--- src/rtl/audio_router_pkg.sv ---
// Shared FSM state codes and width helpers for the audio stream router.
package audio_router_pkg;

  localparam logic [1:0] ST_IDLE     = 2'd0;
  localparam logic [1:0] ST_FADE_IN  = 2'd1;
  localparam logic [1:0] ST_PLAY     = 2'd2;
  localparam logic [1:0] ST_FADE_OUT = 2'd3;

  function automatic int src_w(input int num_src);
    return (num_src > 1) ? $clog2(num_src) : 1;
  endfunction

  function automatic int ramp_steps(input int ramp_log2);
    return 1 << ramp_log2;
  endfunction

  // Gain counter spans 0..RAMP_STEPS inclusive, hence one extra bit.
  function automatic int gain_w(input int ramp_log2);
    return ramp_log2 + 1;
  endfunction

  function automatic int prod_w(input int data_w, input int ramp_log2);
    return data_w + ramp_log2 + 1;
  endfunction

endpackage

--- src/rtl/audio_stream_router_gain.sv ---
// Per-channel gain stage: signed sample times ramp gain, floor-shifted, registered.
module audio_gain_stage
  import audio_router_pkg::*;
#(
  parameter int DATA_W    = 24,
  parameter int RAMP_LOG2 = 6
) (
  input  logic                 clk,
  input  logic                 clear,
  input  logic                 load,
  input  logic [DATA_W-1:0]    sample,
  input  logic [RAMP_LOG2:0]   gain,
  output logic [DATA_W-1:0]    result
);

  localparam int PW = prod_w(DATA_W, RAMP_LOG2);

  logic signed [PW-1:0] smp_ext;
  logic signed [PW-1:0] gain_ext;
  logic signed [PW-1:0] product;
  logic        [DATA_W-1:0] scaled;

  assign smp_ext  = {{(PW-DATA_W){sample[DATA_W-1]}}, sample};
  assign gain_ext = {{(PW-RAMP_LOG2-1){1'b0}}, gain};
  assign product  = smp_ext * gain_ext;
  // Arithmetic shift floors toward minus infinity; full gain is an exact pass-through.
  assign scaled   = DATA_W'(product >>> RAMP_LOG2);

  always_ff @(posedge clk) begin
    if (clear) begin
      result <= '0;
    end else if (load) begin
      result <= scaled;
    end
  end

endmodule

--- src/rtl/audio_stream_router.sv ---
// Selects one of NUM_SRC PCM sources with a linear fade-out/fade-in on every switch.
// Optional stall watchdog in FADE_OUT enabled by defining AUDIO_ROUTER_STALL_TIMEOUT_EN.
module audio_stream_router
  import audio_router_pkg::*;
#(
  parameter int NUM_SRC     = 4,
  parameter int NUM_CH      = 2,
  parameter int DATA_W      = 24,
  parameter int RAMP_LOG2   = 6,
  parameter int TIMEOUT_CYC = 4096
) (
  input  logic                              clk,
  input  logic                              reset,
  input  logic                              run,
  input  logic [src_w(NUM_SRC)-1:0]         select,
  input  logic [NUM_SRC-1:0]                src_valid,
  input  logic [NUM_SRC*NUM_CH*DATA_W-1:0]  src_data,
  output logic                              out_valid,
  output logic [NUM_CH*DATA_W-1:0]          out_data,
  output logic [src_w(NUM_SRC)-1:0]         active_src,
  output logic                              switching
);

  localparam int SEL_W = src_w(NUM_SRC);
  localparam int G_W   = gain_w(RAMP_LOG2);
  localparam logic [G_W-1:0] RAMP_MAX = G_W'(ramp_steps(RAMP_LOG2));

  logic [1:0]       state, state_nx;
  logic [G_W-1:0]   gain, gain_nx;
  logic [SEL_W-1:0] pending, pending_nx, active_nx;
  logic             strobe;
  logic             sel_ok;
  logic             stall_hit;
  logic             clear;
  logic [NUM_CH*DATA_W-1:0] src_frame;

  assign sel_ok    = int'(select) < NUM_SRC;
  assign strobe    = run && (state != ST_IDLE) && src_valid[active_src];
  assign switching = (state == ST_FADE_IN) || (state == ST_FADE_OUT);
  assign clear     = reset || !run;

`ifdef AUDIO_ROUTER_STALL_TIMEOUT_EN
  localparam int WD_W = $clog2(TIMEOUT_CYC + 1);
  logic [WD_W-1:0] wd_cnt;

  assign stall_hit = (state == ST_FADE_OUT) && !strobe && (wd_cnt == WD_W'(TIMEOUT_CYC - 1));

  always_ff @(posedge clk) begin
    if (clear) begin
      wd_cnt <= '0;
    end else if ((state == ST_FADE_OUT) && !strobe && !stall_hit) begin
      wd_cnt <= wd_cnt + 1'b1;
    end else begin
      wd_cnt <= '0;
    end
  end
`else
  assign stall_hit = 1'b0;
`endif

  always_comb begin
    state_nx   = state;
    gain_nx    = gain;
    active_nx  = active_src;
    pending_nx = pending;
    case (state)
      ST_IDLE: begin
        if (sel_ok) active_nx = select;
        gain_nx  = '0;
        state_nx = ST_FADE_IN;
      end
      ST_FADE_IN, ST_PLAY: begin
        if (sel_ok && (select != active_src)) begin
          pending_nx = select;
          state_nx   = ST_FADE_OUT;
        end
      end
      ST_FADE_OUT: begin
        if (sel_ok) begin
          if (select == active_src) state_nx = ST_FADE_IN;
          else                      pending_nx = select;
        end
      end
      default: state_nx = ST_IDLE;
    endcase

    // Gain steps against the post-transition state so an abort reverses immediately.
    if ((state_nx == ST_FADE_IN) && strobe) begin
      if (gain != RAMP_MAX) gain_nx = gain + 1'b1;
      if (gain_nx == RAMP_MAX) state_nx = ST_PLAY;
    end else if (state_nx == ST_FADE_OUT) begin
      if (strobe && (gain != '0)) gain_nx = gain - 1'b1;
      if ((gain_nx == '0) || stall_hit) begin
        gain_nx   = '0;
        active_nx = pending_nx;
        state_nx  = ST_FADE_IN;
      end
    end
  end

  always_ff @(posedge clk) begin
    if (reset) begin
      state      <= ST_IDLE;
      gain       <= '0;
      active_src <= '0;
      pending    <= '0;
      out_valid  <= 1'b0;
    end else if (!run) begin
      state     <= ST_IDLE;
      gain      <= '0;
      out_valid <= 1'b0;
    end else begin
      state      <= state_nx;
      gain       <= gain_nx;
      active_src <= active_nx;
      pending    <= pending_nx;
      out_valid  <= strobe;
    end
  end

  always_comb begin
    src_frame = '0;
    for (int s = 0; s < NUM_SRC; s++) begin
      if (active_src == SEL_W'(s)) src_frame = src_data[s*NUM_CH*DATA_W +: NUM_CH*DATA_W];
    end
  end

  for (genvar c = 0; c < NUM_CH; c++) begin : g_ch
    audio_gain_stage #(
      .DATA_W    (DATA_W),
      .RAMP_LOG2 (RAMP_LOG2)
    ) u_gain (
      .clk    (clk),
      .clear  (clear),
      .load   (strobe),
      .sample (src_frame[c*DATA_W +: DATA_W]),
      .gain   (gain),
      .result (out_data[c*DATA_W +: DATA_W])
    );
  end

endmodule
--- config.mk ---
export PLATFORM = sky130hd
export DESIGN_NAME = audio_stream_router
export DESIGN_NICKNAME = d
export VERILOG_FILES = /design/src/rtl/audio_router_pkg.sv /design/src/rtl/audio_stream_router_gain.sv /design/src/rtl/audio_stream_router.sv
export SDC_FILE = /design/constraint.sdc
export NUM_CORES = 1
export LEC_CHECK = 0
export BUFFER_PORTS_ARGS = -buffer_cell sky130_fd_sc_hd__buf_4
export CAP_MARGIN = 20
export CORE_MARGIN = 3
export CORE_UTILIZATION = 55
export DETAILED_ROUTE_END_ITERATION = 10
export PLACE_DENSITY = 0.78
export REMOVE_ABC_BUFFERS = 1
export SLEW_MARGIN = 20
export SYNTH_ARGS = -nofsm -noshare
export SYNTH_HDL_FRONTEND = slang
export SYNTH_HIERARCHICAL = 1
export SYNTH_SLANG_ARGS = --single-unit
--- constraint.sdc ---
create_clock -name clk -period 15.72 [get_ports clk]
set_input_delay 3.144 -clock clk [delete_from_list [all_inputs] [get_ports clk]]
set_output_delay 3.144 -clock clk [all_outputs]
set_load 0.01 [all_outputs]
=== Word level (Yosys, flattened, before mapping) ===
Cells that the tools add are included.

* ROM bits: 0
* Bits in latches: 0
* Memories: 0
* Output and inout bits: 52
* RAM bits: 0
* Bits in registers: 62
* Bits of input ports: 201
* Logic and storage cells: 68

* Bitwise logic cells: 1
* Divide/modulo/power cells: 0
* Reductions and logical operators: 14
* Eq/ne operators: 12
* Multipliers: 2
* Shifts and indexed selects: 0
* Add/subtract/negate cells: 2
* Order comparisons: 1
* Muxes and demuxes: 29

{| class="wikitable"
|+ Operators by type and width
! kind !! count
|-
| 48-bit 2-to-1 mux || 4
|-
| 7-bit 2-to-1 mux || 9
|-
| 24-bit by 8-bit multiplier with 30-bit output || 2
|-
| 2-bit 2-to-1 mux || 12
|-
| 2-bit == test, second input constant || 5
|-
| 7-bit by 1-bit adder with 7-bit output, second input constant || 1
|-
| 7-bit == test, second input constant || 1
|-
| 7-bit logical NOT || 1
|-
| 7-bit inequality test, second input constant || 1
|-
| 7-bit nonzero test || 1
|-
| 7-bit by 1-bit subtractor with 7-bit output, second input constant || 1
|-
| 2-bit by 1-bit == test with 1-bit output, second input constant || 3
|-
| 2-bit case mux with 3 select lines || 1
|-
| 1-bit logical AND || 4
|-
| 2-bit logical NOT || 2
|-
| 2-bit case mux with 2 select lines || 1
|-
| 2-bit OR reduction || 2
|-
| 2-bit by 3-bit less-than comparator with 1-bit output, second input constant || 1
|-
| 1-bit binary-select mux with 2-bit select || 1
|-
| 2-bit == test || 1
|-
| 1-bit logical OR || 2
|-
| 2-bit inequality test || 1
|-
| 2-bit nonzero test || 1
|-
| 1-bit logical NOT || 1
|-
| 2 further kinds || 2
|}

=== Longest topological paths before layout ===
* Word-level depth: 11
* Depth in mapped cells: 21
* Mapped depth without buffers: 18

=== By module ===
Netlist, hierarchy kept.

{| class="wikitable"
|+ By module, submodules not included
! module !! cells each !! area an instance (um^2) !! times used
|-
| audio_gain_stage at g_ch[0].u_gain || 782 || 6,740.2 || 1
|-
| audio_gain_stage at g_ch[1].u_gain || 713 || 6,427.4 || 1
|-
| audio_stream_router || 226 || 2,411.1 || 1
|}

=== Worst setup path after synthesis ===
Ideal clock, no wire load.

* Path kind: input to register
* Start point: in src_data[153]
* End point: reg g_ch[0].u_gain.result[20]
* Arrival time: 7.642 ns
* Data required time: 15.603 ns
* Slack: 7.960 ns
* Buffers on the path: 1
* Setup time: 0.117 ns
* Stages: 16
* Cells stage by stage: mux4_2 -> and2_1 -> fa_1 -> fa_1 -> fa_1 -> inv_1 -> fa_1 -> inv_1 -> ha_1 -> buf_6 -> a21o_2 -> o21bai_2 -> a221oi_2 -> a211oi_1 -> or3_1 -> a32o_1

* Cells in the longest elaborated chain, start to end: 2

{| class="wikitable"
|+ RTL lines
! element !! line !! text
|-
| start: declaration || audio_stream_router.sv:17 || <nowiki>input logic [NUM_SRC*NUM_CH*DATA_W-1:0] src_data,</nowiki>
|-
| 48-bit 2-to-1 mux || audio_stream_router.sv:124 || <nowiki>if (active_src == SEL_W'(s)) src_frame = src_data[s*NUM_CH*DATA_W +: NUM_CH*DATA_W];</nowiki>
|-
| 24-bit by 8-bit multiplier with 30-bit output || audio_stream_router_gain.sv:25 || <nowiki>assign product = smp_ext * gain_ext;</nowiki>
|-
| end signal: assignment || audio_stream_router_gain.sv:33 || <nowiki>result <= scaled;</nowiki>
|-
| end: declaration || audio_stream_router_gain.sv:13 || <nowiki>output logic [DATA_W-1:0] result</nowiki>
|}

No other way between the ends.
A chain may end at the register's enable or synchronous reset.

=== Worst setup path in the final report ===
* Start point: in src_data[156]
* End point: reg g_ch[0].u_gain.result[23]

* Cells in the longest elaborated chain, start to end: 2

{| class="wikitable"
|+ RTL lines
! element !! line !! text
|-
| 48-bit 2-to-1 mux || audio_stream_router.sv:124 ||
|-
| net src_frame[12] || audio_stream_router.sv:35 || <nowiki>logic [NUM_CH*DATA_W-1:0] src_frame;</nowiki>
|-
| 24-bit by 8-bit multiplier with 30-bit output || audio_stream_router_gain.sv:25 ||
|}

The timed path passes the listed nets, and every way through them passes these cells.

==> results.txt <==
----------------------------------------------------
[Routing]
  Post-route antenna net violation count ... 0
  Vias after detailed routing ... 13,200
  Routed length per instance ... 17.5 um
  Total iterations of the first detailed-routing run ... 5
  Vias per inst ... 5.77
  Wirelength, routed ... 40.2 mm
  DRC errors left ... 0
  Initial DRC Count ... 985

[Clock tree]
  Reg clk slew, reported paths ... around 60 ps
  Clock Latency Late Sink ... between 300 and 400 ps
  Number of levels in the clock H-tree ... 3
  Largest buffer count on any clock path ... 2
  CTS root buffer ... clkbuf_16
  TritonCTS sink count ... slightly above 60
  Hold buffer count at CTS ... 0
  Post CTS Setup Buffer Count ... 0
  Post-cts repair resize count ... 0
  TritonCTS buffer count ... 9
  Clock tree from TritonCTS ... built

[Setup path]
  Crit path max-delay family ... adder cells
  Register-to-Register Setup Slack ... 9170 ps
  Cell with the largest stage delay on the worst path ... fa_1
  Maximum fanout encountered on the critical timing path ... 11
  Arr. time, crit path ... 8370 ps
  Worst Setup Path Type ... in2reg
  Path length in cells of the critical path ... 16
  Worst Reg-to-Reg Cells ... 16
  Buffering stage count on the worst path with inverters included ... 3
  Biggest cell delay along the critical path ... 560 ps
  Sort of element at the end of the critical path ... flop
  Critical register-to-register path startpoint ... active_src[0]$_SDFFE_PP0P_
  Startpoint class of the critical path ... primary input
  Required time of the critical path ... 15,950 ps
  Cell chain of the critical path ... buf_4, mux4_2, and2_1, fa_1, fa_1, fa_1, inv_1, fa_1, inv_1, ha_1, a21oi_1, o22ai_1, nor4_1, o21ai_0, or3_1, a311oi_1
  Reg-to-reg critical path endpoint ... g_ch[0].u_gain/result[23]$_SDFFE_PP0P_
  Cell repeated most along the worst path ... fa_1

[Synthesis]
  Syn_area_per_cell ... 9.05 sq um
  Register bit count reported by yosys ... 62
  Number of enable-type register cells in the synthesized netlist ... 0
  Top FF cell, synth ... dfxtp_1
  Mapped cell area ... 0.0156 sq mm
  Cell count after synthesis ... 1,721
  Number of distinct library cells after synthesis ... 93
  Fraction of registers with async set/reset ... 0%
  Portion of the post-synthesis area used by sequential elements ... around 8.0%
  Number of warning messages in the yosys log ... 6

[Placement]
  Sum of net half-perimeters after detailed placement ... 32.1 mm
  Final weighted congestion in routability-driven placement ... roughly 0.95
  Input/output buffers ... 252
  Dpl cell area ... approximately 0.018 sq mm

[Pwr]
  IR Drop Worst-Case VDD ... 0.0000515 V
  Power density normalized to cell area ... approximately 31 mW/mm^2
  Static leakage ... 9.17 nW

[Finish]
  Most used cells in the layout excluding fill and tap cells ... inv_1, buf_4, and2_1
  # nets final ... 2,478
  Post-route standard cell area excluding fillers ... 0.0180 sq mm
  Layout overhead on the synthesized area ... 15.7%
  Share of cells above drive strength 1 ... 18.8%
  Most common cell after layout, fill and taps aside ... inv_1
  Number of filler instances in the final layout ... 2,278
  Number of antenna repair diodes ... 0

[Hold path]
  Hold Crit Endpoint ... g_ch[1].u_gain/result[22]$_SDFFE_PP0P_
  Worst min-delay path class ... reg2reg
  Min-Delay Startpoint ... g_ch[1].u_gain/result[22]$_SDFFE_PP0P_
  Number of instances on the worst hold path ... 2

[Floorplanning]
  Effective utilization at floorplan ... a little under three fifths
  Number of top-level pins ... 253
  DIE HEIGHT ... 174 um
  Overall die width ... roughly 170 um
  Die footprint ... 0.0304 sq mm
  Core area ... ~0.027 sq mm
  Std cell rows ... 60

[STA]
  Time the final worst path needs with I/O delays and setup ... around 8100 ps
  Number of pins with negative max-slew slack in the final report ... 0
  Setup violators final ... 0
  Setup tns final ... 0 ps
  Setup repair after global routing missed its margin ... no
  Max-slew headroom ... 29.2%
  Final Hold Viols ... 0
  Highest achievable clock rate ... between 100 and 150 MHz
  Largest clock skew in the final design ... 8.62 ps
  Slew @ Worst Pin ... 1060 ps
  Period Utilization, post-route ... 51.8%

[GRT]
  Number of global-route vias before repair ... about 14,000
  Global-route wire length before repair ... 68.3 mm
  Total routing resource utilization after global routing ... 27.2%
  Initial antenna violation count ... 0
  Total global routing overflow ... 0
  Maximum number of pins on one net before global-route repair ... 56

[Run status]
  Run status ... finished, final reports clean

[Job]
  Max Cap Violations ... 0

----------------------------------------------------
## final cells by class
type | count | area, sq um | area share [%]
clock buffer | 9 | 225 | 1.25
tap | 372 | 465 | 2.58
inverter | 286 | 1070 | 5.96
timing repair buffer | 263 | 1970 | 11.0
sequential | 62 | 1250 | 6.93
multi-input combinational | 1296 | 12900 | 71.8
clock inverter | 7 | 97.6 | 0.542
## worst reg2reg max path, cell delays in order (launching register included)
cell and delay [ps]:
dfxtp_4 540, buf_4 600, mux4_2 720, and2_1 190, fa_1 560, fa_1 450, fa_1 550, inv_1 60
fa_1 530, inv_1 40, ha_1 440, a21oi_1 290, o22ai_1 170, nor4_1 350, o21ai_0 230, or3_1 380
a311oi_1 340
## report_power, final
part / switching, mW / internal, mW
sequential: 0.00376 / 0.159
clock: 0.0841 / 0.139
combinational: 0.0924 / 0.0799
## logic make-up (layout without fill, tap and decap cells)
logic type | after synthesis | after routing | share of synthesized area [%]
compound gates | 223 | 223 | 10.5
xor+xnor | 51 | 51 | 2.87
fa+ha+maj | 359 | 359 | 40.4
buf+inv | 363 | 565 | 9.04
flops | 62 | 62 | 7.97
mux | 76 | 76 | 8.81
simple gates | 587 | 587 | 20.4
## registers in the layout, summed over array words and instances, names as in the netlist
register / flops
gain: 7
active_src: 2
out_valid: 1
g_ch.u_gain/result: 48
state: 2
pending: 2
## metrics by stage
| stage | power, mW | util [%] | hold WS, ps | instances | setup slack [ps] |
|---|---|---|---|---|---|
| after CTS | 0.561 | 65.8 | 463 | 2295 | 7720 |
| after global routing | 0.583 | 65.8 | 494 | 2295 | 7410 |
| after floorplan | 0.259 | - | 449 | 1644 | 7950 |
| after global placement | 0.333 | 64.6 | 446 | 2279 | 7440 |
| final | 0.559 | 65.8 | 454 | 2295 | 7580 |
| after detailed placement | 0.337 | 64.6 | 448 | 2279 | 7390 |
## synthesized netlist by cell type (13+ instances only)
master / instances / area share [%]
nand4_1: 16 / 0.64
mux4_2: 48 / 6.9
xnor2_1: 33 / 1.9
nand2_1: 137 / 3.3
and3_1: 13 / 0.52
dfxtp_1: 62 / 8.0
ha_1: 119 / 9.6
a21o_1: 24 / 1.2
or3_1: 13 / 0.52
nor3_1: 17 / 0.55
mux2i_1: 23 / 1.5
clkbuf_1: 53 / 1.3
nor2_1: 62 / 1.5
nand3_1: 25 / 0.80
xor2_1: 18 / 1.0
a21oi_1: 46 / 1.5
fa_1: 240 / 31
o21ai_0: 26 / 0.84
and2_1: 262 / 11
inv_1: 285 / 6.9
## routing by layer
layer / vias to the layer above / global-route usage (%) / part of all wire [%]
met3: 68 / 4.65 / 8.3
met1: 6553 / 35.4 / 41
met2: 581 / 47.9 / 49
met5: - / 0 / 0
li1: 6035 / - / -
met4: 0 / 5.80 / 1.5
## worst max path at each step
stage	from	endpoint	slack (ps)
after floorplan	src_data[156]	g_ch[0].u_gain/result[15]$_SDFFE_PP0P_	7950
after global placement	src_data[154]	g_ch[0].u_gain/result[23]$_SDFFE_PP0P_	7440
after detailed placement	src_data[156]	g_ch[0].u_gain/result[23]$_SDFFE_PP0P_	7390
after CTS	src_data[156]	g_ch[0].u_gain/result[23]$_SDFFE_PP0P_	7720
after global routing	src_data[156]	g_ch[0].u_gain/result[23]$_SDFFE_PP0P_	7410
final	src_data[156]	g_ch[0].u_gain/result[23]$_SDFFE_PP0P_	7580
No activity file was read; power rests on OpenSTA's default activity.
